===== src/rtl/fm_pool_drain.sv =====
// Drains output feature maps through a 2x2 stride-2 max-pool onto a valid/ready stream.
// Optional ReLU on the pooled value when CNN_POOL_RELU_EN is defined.
module fm_pool_drain #(
    parameter int M_p      = 4,
    parameter int R_p      = 16,
    parameter int C_p      = 16,
    parameter int DATA_W_p = 16,
    localparam int MW = (M_p > 1) ? $clog2(M_p) : 1,
    localparam int RW = $clog2(R_p),
    localparam int CW = $clog2(C_p)
) (
    input  logic                clk_i,
    input  logic                reset_n_i,
    input  logic                start_i,
    output logic                busy_o,
    output logic                done_o,
    output logic                rd_en_o,
    output logic [MW-1:0]       rd_map_o,
    output logic [RW-1:0]       rd_row_o,
    output logic [CW-1:0]       rd_col_o,
    input  logic [DATA_W_p-1:0] rd_data_i,
    output logic                out_valid_o,
    input  logic                out_ready_i,
    output logic [DATA_W_p-1:0] out_data_o,
    output logic [MW-1:0]       out_map_o,
    output logic                out_last_o
);

    typedef enum logic [2:0] {S_IDLE, S_READ, S_FLUSH, S_EMIT, S_DONE} state_t;

    state_t                      state_q, state_d;
    logic [1:0]                  ph_q, ph_d;
    logic [MW-1:0]               map_q, map_d;
    logic [RW-1:0]               wr_q, wr_d;
    logic [CW-1:0]               wc_q, wc_d;
    logic signed [DATA_W_p-1:0]  max_q, max_d;
    logic                        rd_en_q, rd_en_d;
    logic [MW-1:0]               rd_map_q, rd_map_d;
    logic [RW-1:0]               rd_row_q, rd_row_d;
    logic [CW-1:0]               rd_col_q, rd_col_d;
    logic                        out_valid_q, out_valid_d;
    logic [DATA_W_p-1:0]         out_data_q, out_data_d;
    logic [MW-1:0]               out_map_q, out_map_d;
    logic                        out_last_q, out_last_d;
    logic                        busy_q, busy_d;
    logic                        done_q, done_d;

    logic signed [DATA_W_p-1:0]  rd_data_s, ret_max, pooled;
    logic                        wc_end, wr_end, map_end;
    logic [1:0]                  ph_nx;
    logic [CW-1:0]               nwc;
    logic [RW-1:0]               nwr;
    logic [MW-1:0]               nmap;

    assign rd_data_s = rd_data_i;
    assign wc_end    = (wc_q == CW'(C_p/2 - 1));
    assign wr_end    = (wr_q == RW'(R_p/2 - 1));
    assign map_end   = (map_q == MW'(M_p - 1));
    assign ph_nx     = ph_q + 2'd1;
    assign nwc       = wc_end ? '0 : wc_q + CW'(1);
    assign nwr       = wc_end ? (wr_end ? '0 : wr_q + RW'(1)) : wr_q;
    assign nmap      = (wc_end && wr_end) ? map_q + MW'(1) : map_q;

    // The first return of a window (phase 1) seeds the running max.
    always_comb begin
        if (state_q == S_READ && ph_q == 2'd1)
            ret_max = rd_data_s;
        else
            ret_max = (rd_data_s > max_q) ? rd_data_s : max_q;
`ifdef CNN_POOL_RELU_EN
        pooled = ret_max[DATA_W_p-1] ? '0 : ret_max;
`else
        pooled = ret_max;
`endif
    end

    always_comb begin
        state_d     = state_q;
        ph_d        = ph_q;
        map_d       = map_q;
        wr_d        = wr_q;
        wc_d        = wc_q;
        max_d       = max_q;
        rd_en_d     = rd_en_q;
        rd_map_d    = rd_map_q;
        rd_row_d    = rd_row_q;
        rd_col_d    = rd_col_q;
        out_valid_d = out_valid_q;
        out_data_d  = out_data_q;
        out_map_d   = out_map_q;
        out_last_d  = out_last_q;
        busy_d      = busy_q;
        done_d      = 1'b0;
        case (state_q)
            S_IDLE: begin
                if (start_i) begin
                    state_d  = S_READ;
                    ph_d     = 2'd0;
                    map_d    = '0;
                    wr_d     = '0;
                    wc_d     = '0;
                    rd_en_d  = 1'b1;
                    rd_map_d = '0;
                    rd_row_d = '0;
                    rd_col_d = '0;
                    busy_d   = 1'b1;
                end
            end
            S_READ: begin
                if (ph_q != 2'd0)
                    max_d = ret_max;
                if (ph_q == 2'd3) begin
                    state_d = S_FLUSH;
                    rd_en_d = 1'b0;
                end else begin
                    ph_d     = ph_nx;
                    rd_row_d = (wr_q << 1) | RW'(ph_nx[1]);
                    rd_col_d = (wc_q << 1) | CW'(ph_nx[0]);
                end
            end
            S_FLUSH: begin
                state_d     = S_EMIT;
                max_d       = ret_max;
                out_valid_d = 1'b1;
                out_data_d  = pooled;
                out_map_d   = map_q;
                out_last_d  = wc_end && wr_end;
            end
            S_EMIT: begin
                if (out_ready_i) begin
                    out_valid_d = 1'b0;
                    out_last_d  = 1'b0;
                    if (wc_end && wr_end && map_end) begin
                        state_d = S_DONE;
                        done_d  = 1'b1;
                        busy_d  = 1'b0;
                        map_d   = '0;
                        wr_d    = '0;
                        wc_d    = '0;
                    end else begin
                        state_d  = S_READ;
                        ph_d     = 2'd0;
                        map_d    = nmap;
                        wr_d     = nwr;
                        wc_d     = nwc;
                        rd_en_d  = 1'b1;
                        rd_map_d = nmap;
                        rd_row_d = nwr << 1;
                        rd_col_d = nwc << 1;
                    end
                end
            end
            S_DONE:  state_d = S_IDLE;
            default: state_d = S_IDLE;
        endcase
    end

    always_ff @(posedge clk_i or negedge reset_n_i) begin
        if (!reset_n_i) begin
            state_q     <= S_IDLE;
            ph_q        <= '0;
            map_q       <= '0;
            wr_q        <= '0;
            wc_q        <= '0;
            max_q       <= '0;
            rd_en_q     <= 1'b0;
            rd_map_q    <= '0;
            rd_row_q    <= '0;
            rd_col_q    <= '0;
            out_valid_q <= 1'b0;
            out_data_q  <= '0;
            out_map_q   <= '0;
            out_last_q  <= 1'b0;
            busy_q      <= 1'b0;
            done_q      <= 1'b0;
        end else begin
            state_q     <= state_d;
            ph_q        <= ph_d;
            map_q       <= map_d;
            wr_q        <= wr_d;
            wc_q        <= wc_d;
            max_q       <= max_d;
            rd_en_q     <= rd_en_d;
            rd_map_q    <= rd_map_d;
            rd_row_q    <= rd_row_d;
            rd_col_q    <= rd_col_d;
            out_valid_q <= out_valid_d;
            out_data_q  <= out_data_d;
            out_map_q   <= out_map_d;
            out_last_q  <= out_last_d;
            busy_q      <= busy_d;
            done_q      <= done_d;
        end
    end

    assign busy_o      = busy_q;
    assign done_o      = done_q;
    assign rd_en_o     = rd_en_q;
    assign rd_map_o    = rd_map_q;
    assign rd_row_o    = rd_row_q;
    assign rd_col_o    = rd_col_q;
    assign out_valid_o = out_valid_q;
    assign out_data_o  = out_data_q;
    assign out_map_o   = out_map_q;
    assign out_last_o  = out_last_q;

endmodule

===== config.mk =====
export PLATFORM = sky130hd
export DESIGN_NAME = fm_pool_drain
export DESIGN_NICKNAME = d
export VERILOG_FILES = /design/src/rtl/fm_pool_drain.sv
export SDC_FILE = /design/constraint.sdc
export NUM_CORES = 1
export LEC_CHECK = 0
export ABC_CLOCK_PERIOD_IN_PS = 3600
export CORE_UTILIZATION = 49
export CTS_CLUSTER_SIZE = 40
export DETAILED_ROUTE_END_ITERATION = 7
export PLACE_DENSITY_LB_ADDON = 0.12
export SYNTH_ARGS = -nofsm -noshare
export SYNTH_HDL_FRONTEND = slang
export SYNTH_SLANG_ARGS = --single-unit
export TNS_END_PERCENT = 100

===== constraint.sdc =====
create_clock -name clk_i -period 3.6 [get_ports clk_i]
set_input_delay 0.72 -clock clk_i [delete_from_list [all_inputs] [get_ports clk_i]]
set_output_delay 0.72 -clock clk_i [all_outputs]
set_load 0.01 [all_outputs]

* Yosys cells after proc, flatten, opt, wreduce, memory -nomap -nowiden *
Index checks and enable logic that the tools add are counted.
W data, S select, Z words.

cells by class
  reduce and logical (&&, ||, !) cells = 18
  muxes and demuxes = 53
  equal/unequal tests = 16
  bitwise gates (word level) = 2
  add/sub/neg operators = 4
  magnitude comparators = 1

operator list
  kind                   count
  $mux W4                14
  $mux W16               3
  $pmux W16 S2           1
  $pmux W4 S3            2
  $mux W2                9
  $gt A16 B16 Y1         1
  $pmux W4 S2            2
  $mux W3                4
  $pmux W3 S4            1
  $reduce_and A4 Y1      3
  $mux W1                10
  $ne A2 B2 Y1 const B   5
  $reduce_and A5 Y1      2
  $add A4 B1 Y4 const B  2
  $eq A4 B3 Y1 const B   2
  $or A4 B1 Y4           2
  $pmux W2 S2            2
  $reduce_bool A2 Y1     4
  $eq A3 B2 Y1 const B   2
  $pmux W1 S2            3
  $pmux W2 S3            1
  $reduce_and A3 Y1      2
  $add A2 B1 Y2 const B  2
  $eq A2 B2 Y1 const B   2
  other kinds (9)        13

storage, ports and cells
  register bits = 64
  logic and storage cells = 111
  bits of input ports = 20
  output and inout bits = 33

* Depth between registers and ports, before layout *
Gate-level depths: netlist (run 1).

  depth in word-level cells = 6
  mapped depth = 10
  mapped depth without buffers = 8

* Least setup slack after synthesis (run 1) *
Ideal clock, no wire load.

  kind = input port to flip-flop
  start = input port rd_data_i[15]
  end = register max_q[10]
  required time = 3.475 ns
  path buffers = 2
  stages = 9
  arrival = 2.820 ns
  path slack = 0.655 ns
  setup time = 0.125 ns
  cell sequence = ha_1 -> nand4_4 -> nor4_4 -> nand4_4 -> and4_1 -> or3_1 -> buf_6 -> buf_6 -> mux2_4

between the ends
  word-level cells in the longest chain between the ends = 5

RTL lines
  what                  RTL line  text
  from (decl)           21        input logic [DATA_W_p-1:0] rd_data_i,
  $gt A16 B16 Y1 (*)    69        ret_max = (rd_data_s > max_q) ? rd_data_s : max_q;
  $mux W16 (*)          69
  $mux W16 (*)          66        if (state_q == S_READ && ph_q == 2'd1)
  $mux W16              110       if (ph_q != 2'd0)
  $pmux W16 S2 (*)      94        case (state_q)
  to (signal assigned)  182       max_q <= max_d;
  to (decl)             36        logic signed [DATA_W_p-1:0] max_q, max_d;

Mark *: on every way between the ends. The rest lies on a longest branch, timed or not. The select of a mux whose other input is x is not followed.
A chain may end at the register's enable or synchronous reset.

* Worst setup path in the final report (run 1) *
  start = input port rd_data_i[5]
  end = register max_q[6]

Same word-level chain as after synthesis.

==> flow_metrics.py, run 1 <==
metrics = {
    "place": {
        "place_hpwl_um": 5740,
        "routabilityCongestion": 0.822,
        "place.detailed.instances": 500,
        "port_buffer_cells": 52,
    },
    "synthesis": {
        "synth-edff-count": 0,
        "yosys.area.top_type_share_pct": 44.2,
        "postSynthRegisterBits": 62,
        "synth_common_cells": "62 x dfrtp_1, 34 x nor2_1, 30 x a21oi_1, 30 x nand2_1, 27 x nand3_1",
        "syn-num-nets": 400,
        "syn_area_per_cell_um2": 9.80,
        "synth-warning-count": 0,
        "synth.area.top_cells": "dfrtp_1 44%, ha_1 7.8%, a21oi_1 4.3%",
        "synth_largest_area_cell": "dfrtp_1",
        "synth_ff_type": "dfrtp_1",
        "post_synth_instance_area_um2": 3510,
        "synth_sequential_area_ratio_pct": 44.2,
        "async_flop_share_pct": 100,
        "synth_cells": 358,
        "post_synth_num_cell_types": 45,
        "most_used_standard_cell_by_instance_count_after_synthesis": "dfrtp_1",
    },
    "detailed_routing": {
        "avgRoutedWirePerCell_um": 15.9,
        "final_ant_viol_nets": 0,
        "drc": 0,
        "drt-initial-drc-count": 165,
        "wl_um": 8210,
        "firstDrtPassIters": 4,
        "post_drt_via_cell_ratio": 5.61,
        "routed-via-count": 2896,
    },
    "timing": {
        "share_of_the_clock_period_used_by_the_worst_path_pct": 88.6,
        "fin_setup_tns_ns": 0,
        "final_hold_viol_count": 0,
        "final_period_minus_worst_setup_slack_ns": 3.19,
        "maxClockFrequency_mhz": 314,
        "tightest_slew_ns": 0.792,
        "setup_viol_count_final": 0,
        "maxSlewViolCount": 0,
        "max-slew-margin-rel_pct": 47.1,
        "setup_repair_after_global_routing_missed_its_margin": "false",
        "finalClockSkew_ns": 0.00477,
    },
    "finish": {
        "fin_cells": 516,
        "final_net_count": 457,
        "n_antenna_cell": 0,
        "drive_above_1_share_pct": 11.2,
        "areaGrowthSynthToFinish_pct": 22.9,
    },
    "floorplan": {
        "coreArea_um2": 6870,
        "design.portCount": 53,
        "die_width_um": 86.6,
        "chipHeight_um": 86.6,
        "fp.dieArea_um2": 7500,
        "start_util_pct": 51.1,
        "row_count": 30,
    },
    "global_routing": {
        "maximum_number_of_pins_on_one_net_before_global_route_repair": 38,
        "antenna_violations_before_repair": 0,
        "grt_first_pass_wirelength_um": 13600,
        "grt_pass1_vias": 2860,
        "grt-ovfl-total": 0,
        "global_route.usage.total_pct": 23.9,
    },
    "hold_path": {
        "worstHoldPathType": "in2async",
    },
    "clock_tree": {
        "clk_pin_slew_worst_paths_ns": 0.06,
        "cts_buffer_depth": 2,
        "postCtsResizedCells": 0,
        "cts_tree": "built",
        "ctsHtreeMaxLevel": 3,
        "postCtsSetupBuffers": 0,
        "cts-hold-fix-buffers": 0,
        "clockRootBuffer": "clkbuf_8",
        "clk-insertion-delay-late_ns": 0.34,
        "cts_made_buffers": 9,
        "clock-sinks": 62,
    },
    "flow_run": {
        "drv_cap": 0,
    },
    "worst_setup_path": {
        "critical_path_required_ns": 3.83,
        "worst-setup-path-type": "in2reg",
        "timing.critical_path.from_type": "primary input",
        "crit_path_end_kind": "register",
        "reg2regPathDepth": 9,
        "arrival_ns": 3.42,
        "critical_path.max_fanout": 10,
    },
    "outcome": {
        "status": "finished, final reports clean",
    },
    "power_and_ir_drop": {
        "cellLeakagePower_nw": 1.94,
        "power_density_nw_per_um2": 787,
        "worst_ir_drop_vdd_mv": 0.305,
    },
}
-- worst paths after layout --
kind / from / endpoint / slack, ns
worst max-delay path: rd_data_i[5] / max_q[6] / 0.41
worst min register to register: wr_q[3] / wr_q[3] / 0.48
min in group clk_i: wr_q[3] / wr_q[3] / 0.48
max in group asynchronous: reset_n_i / wc_q[3] / 2.30
worst max register to register: max_q[7] / max_q[6] / 0.86
worst min-delay path: reset_n_i / out_data_o[6] / 0.39
-- cells by family after synthesis --
family	synth area share (%)
mux	8.74
simple gates	18.1
xor+xnor	0.749
buf+inv	4.96
compound gates	15.4
fa+ha+maj	7.85
flops	44.2
-- state kept, by name, indices dropped and copies added, names as in the netlist, 3 cells and up --
register    count
max_q          16
out_data_o     16
rd_col_o        4
rd_row_o        4
wc_q            4
wr_q            4
state_q         3
-- cells in the final DEF, fill, tap and decap left out, drive strengths merged, types with 2 or more instances in the layout --
master	instances
a211oi	4
a21o	4
a21oi	30
a22o	3
a41oi	16
and2	2
and3	2
and3b	2
buf	12
clkbuf	15
clkdlybuf4s50	51
dfrtp	62
ha	22
inv	25
mux2	23
nand2	30
nand3	27
nand4	7
nor2	34
nor2b	3
nor3	6
nor4	3
nor4b	2
o21ai	15
o31ai	2
o41ai	3
xor2	3
-- area by class of cell --
type / instances / area, µm²
Timing Repair Buffer: 63 / 598
Multi-Input combinational cell: 254 / 1790
Clock inverter: 1 / 5.00
Fill cell: 608 / 2560
Clock buffer: 15 / 156
Inverter: 25 / 93.8
Sequential cell: 62 / 1550
Tap cell: 96 / 120
-- stage by stage --
step	power, mW	area [µm²]	hold WS, ns	worst slack (ns)	utilization, %
5_1_grt	3.65	4310	0.423	0.238	62.8
4_1_cts	3.42	4310	0.399	0.431	62.8
3_5_place_dp	2.88	4150	0.466	0.0691	60.4
3_3_place_gp	2.84	4150	0.453	0.134	60.4
6_report	3.39	4310	0.393	0.410	62.8
2_1_floorplan	2.28	3510	0.424	0.655	-
-- critical path, stage by stage --
cell and delay, ns:
clkdlybuf4s50_1 0.46, ha_1 0.35, nand4_1 0.23, nor4_2 0.41, a211oi_2 0.18, and4_1 0.17
or3_1 0.37, buf_4 0.22, mux2_4 0.31
-- metal layers --
layer  vias to the layer above  share of wire (%)  track usage [%]
li1                       1405                  -                -
met1                      1425                 45             29.4
met2                        53                 50             40.2
met3                        13                3.6             7.33
met4                         0                1.5             7.73
met5                         -                  0                0
-- power breakdown --
| part | internal [mW] | switching (mW) | leakage [nW] | total, mW |
|---|---|---|---|---|
| Clock | 0.269 | 0.260 | 0.0817 | 0.530 |
| Sequential | 0.944 | 0.194 | 0.770 | 1.14 |
| Combinational | 0.876 | 0.848 | 1.09 | 1.72 |
| Total | 2.09 | 1.30 | 1.94 | 3.39 |
Note: power is estimated with default switching activity, not from simulation.
==> run 2, diff against run 1 <==
--- a/config.mk
+++ b/config.mk
@@ -9,6 +9,7 @@
 export CORE_UTILIZATION = 49
 export CTS_CLUSTER_SIZE = 40
 export DETAILED_ROUTE_END_ITERATION = 7
+export GPL_TIMING_DRIVEN = 0
 export PLACE_DENSITY_LB_ADDON = 0.12
 export SYNTH_ARGS = -nofsm -noshare
 export SYNTH_HDL_FRONTEND = slang
==> flow_metrics.py, run 2 (same netlist as run 1, synthesis figures left out) <==
metrics = {
    "outcome": {
        "status": "finished, final reports clean",
    },
    "floorplan": {
        "start_util_pct": 51.1,
        "chipHeight_um": 86.6,
        "die_width_um": 86.6,
        "fp.dieArea_um2": 7500,
        "row_count": 30,
        "design.portCount": 53,
        "coreArea_um2": 6870,
    },
    "timing": {
        "tightest_slew_ns": 1.15,
        "maxSlewViolCount": 0,
        "maxClockFrequency_mhz": 303,
        "final_hold_viol_count": 0,
        "setup_repair_after_global_routing_missed_its_margin": "false",
        "finalClockSkew_ns": 0.00691,
        "final_period_minus_worst_setup_slack_ns": 3.30,
        "share_of_the_clock_period_used_by_the_worst_path_pct": 91.6,
        "setup_viol_count_final": 0,
        "fin_setup_tns_ns": 0,
        "max-slew-margin-rel_pct": 23.0,
    },
    "worst_setup_path": {
        "crit_family": "simple AND/OR/NAND/NOR gates",
        "worst_path_largest_cell_delay_ns": 0.47,
        "critical_path.max_fanout": 10,
        "arrival_ns": 3.51,
        "worstPathCellList": "clkdlybuf4s50_1 -> ha_1 -> nand4_4 -> nor4_4 -> nand4_4 -> and4_1 -> or3_1 -> buf_6 -> buf_6 -> mux2_4",
        "timing.critical_path.slowest_stage_cell": "clkdlybuf4s50_1",
        "critical_path_required_ns": 3.82,
        "worst-setup-path-type": "in2reg",
        "timing.critical_path.from_type": "primary input",
        "timing.critical_path.buf_inv": 3,
        "crit_path_end_kind": "register",
    },
    "finish": {
        "post-route-util_pct": 63.5,
        "most_frequent_cells_in_the_layout": "62 x dfrtp_1, 51 x clkdlybuf4s50_1, 34 x nor2_1",
        "final_cell_area_um2": 4360,
        "final_net_count": 463,
        "most_common_cell_after_layout_fill_and_taps_aside": "dfrtp_1",
        "n_antenna_cell": 0,
        "drive_above_1_share_pct": 9.62,
        "areaGrowthSynthToFinish_pct": 24.3,
    },
    "detailed_routing": {
        "firstDrtPassIters": 4,
        "wl_um": 8030,
        "routed-via-count": 2908,
        "post_drt_via_cell_ratio": 5.57,
        "final_ant_viol_nets": 0,
        "avgRoutedWirePerCell_um": 15.4,
        "drc": 0,
        "drt-initial-drc-count": 92,
    },
    "clock_tree": {
        "postCtsResizedCells": 0,
        "clk_pin_slew_worst_paths_ns": 0.07,
        "cts_made_buffers": 9,
        "clk-insertion-delay-late_ns": 0.34,
        "cts_tree": "built",
        "clock-sinks": 62,
        "cts-hold-fix-buffers": 0,
        "cts_buffer_depth": 2,
        "clockRootBuffer": "clkbuf_8",
        "postCtsSetupBuffers": 0,
        "ctsHtreeMaxLevel": 3,
    },
    "place": {
        "place_hpwl_um": 5630,
        "port_buffer_cells": 52,
        "detailed_place.area_um2": 4150,
        "routabilityCongestion": 0.850,
    },
    "power_and_ir_drop": {
        "power_density_nw_per_um2": 805,
        "intPower_mw": 2.21,
        "switching_pwr_mw": 1.30,
        "sequential_share_of_power_pct": 31.4,
        "worst_ir_drop_vdd_mv": 0.312,
        "share_comb_of_total_power_pct": 49.4,
        "cellLeakagePower_nw": 1.95,
        "p_sw_share_pct": 37.0,
        "share_clk_of_total_power_pct": 19.1,
    },
    "flow_run": {
        "drv_cap": 0,
    },
    "global_routing": {
        "maximum_number_of_pins_on_one_net_before_global_route_repair": 63,
        "grt-ovfl-total": 0,
        "grt_first_pass_wirelength_um": 13300,
        "global_route.usage.total_pct": 23.3,
        "antenna_violations_before_repair": 0,
        "grt_pass1_vias": 2801,
    },
    "hold_path": {
        "worstHoldPathType": "in2async",
    },
}
==> run 2: changes by cell type in the layout (fill, tap and decap cells not counted), sizes merged <==
cell    change
clkinv      +1
clkbuf      +9
buf         -6
bufinv      +2
==> run 2: per-layer routing <==
layer  GRT usage [%]  wire [µm]
met1            30.1       3650
met2            37.7       3830
met3            4.57        349
met4            11.5        191
met5               0          0
==> run 2: cell type report <==
class,instances,area (µm²)
Buffer,17,80.1
Multi-Input combinational cell,254,1780
Tap cell,96,120
Sequential cell,62,1550
Inverter,25,93.8
Clock buffer,12,145
Timing Repair Buffer,52,518
Fill cell,597,2510
Clock inverter,4,70.1
==> run 2: worst paths after layout <==
| path | endpoint | from | slack, ns | cells after the start |
|---|---|---|---|---|
| hold reg to reg | wc_q[3] | wc_q[3] | 0.47 | 1 |
| hold / removal | max_q[7] | reset_n_i | 0.45 | 1 |
| setup reg to reg | max_q[13] | max_q[7] | 0.77 | 10 |
| max in group asynchronous | wc_q[2] | reset_n_i | 2.62 | 1 |
| min in group clk_i | wc_q[3] | wc_q[3] | 0.47 | 1 |
| setup / recovery | max_q[13] | rd_data_i[15] | 0.30 | 10 |
==> run 2: through the flow <==
stage,instances,power [mW],hold WS [ns],setup WS (ns)
2_1_floorplan,358,2.28,0.424,0.655
3_3_place_gp,506,2.83,0.455,-0.266
3_5_place_dp,506,2.86,0.463,-0.0402
4_1_cts,522,3.55,0.471,0.313
5_1_grt,522,3.79,0.484,0.164
6_report,522,3.51,0.452,0.303
==> run 2: worst reg2reg max path, stage by stage (launching register included) <==
cell and delay [ns]:
dfrtp_1 0.37, inv_1 0.05, ha_1 0.31, nand4_1 0.23, nor4_2 0.44, a211oi_2 0.19, and4_1 0.18, or3_1 0.35
buf_6 0.15, buf_6 0.16, mux2_4 0.30
==> run 2: power by group through the flow <==
stage	sequential [mW]	combinational (mW)	clock, mW
2_1_floorplan	1.15	1.14	0
5_1_grt	1.13	1.93	0.723
6_report	1.10	1.74	0.672
4_1_cts	1.10	1.75	0.689
3_5_place_dp	1.12	1.74	0
3_3_place_gp	1.11	1.72	0
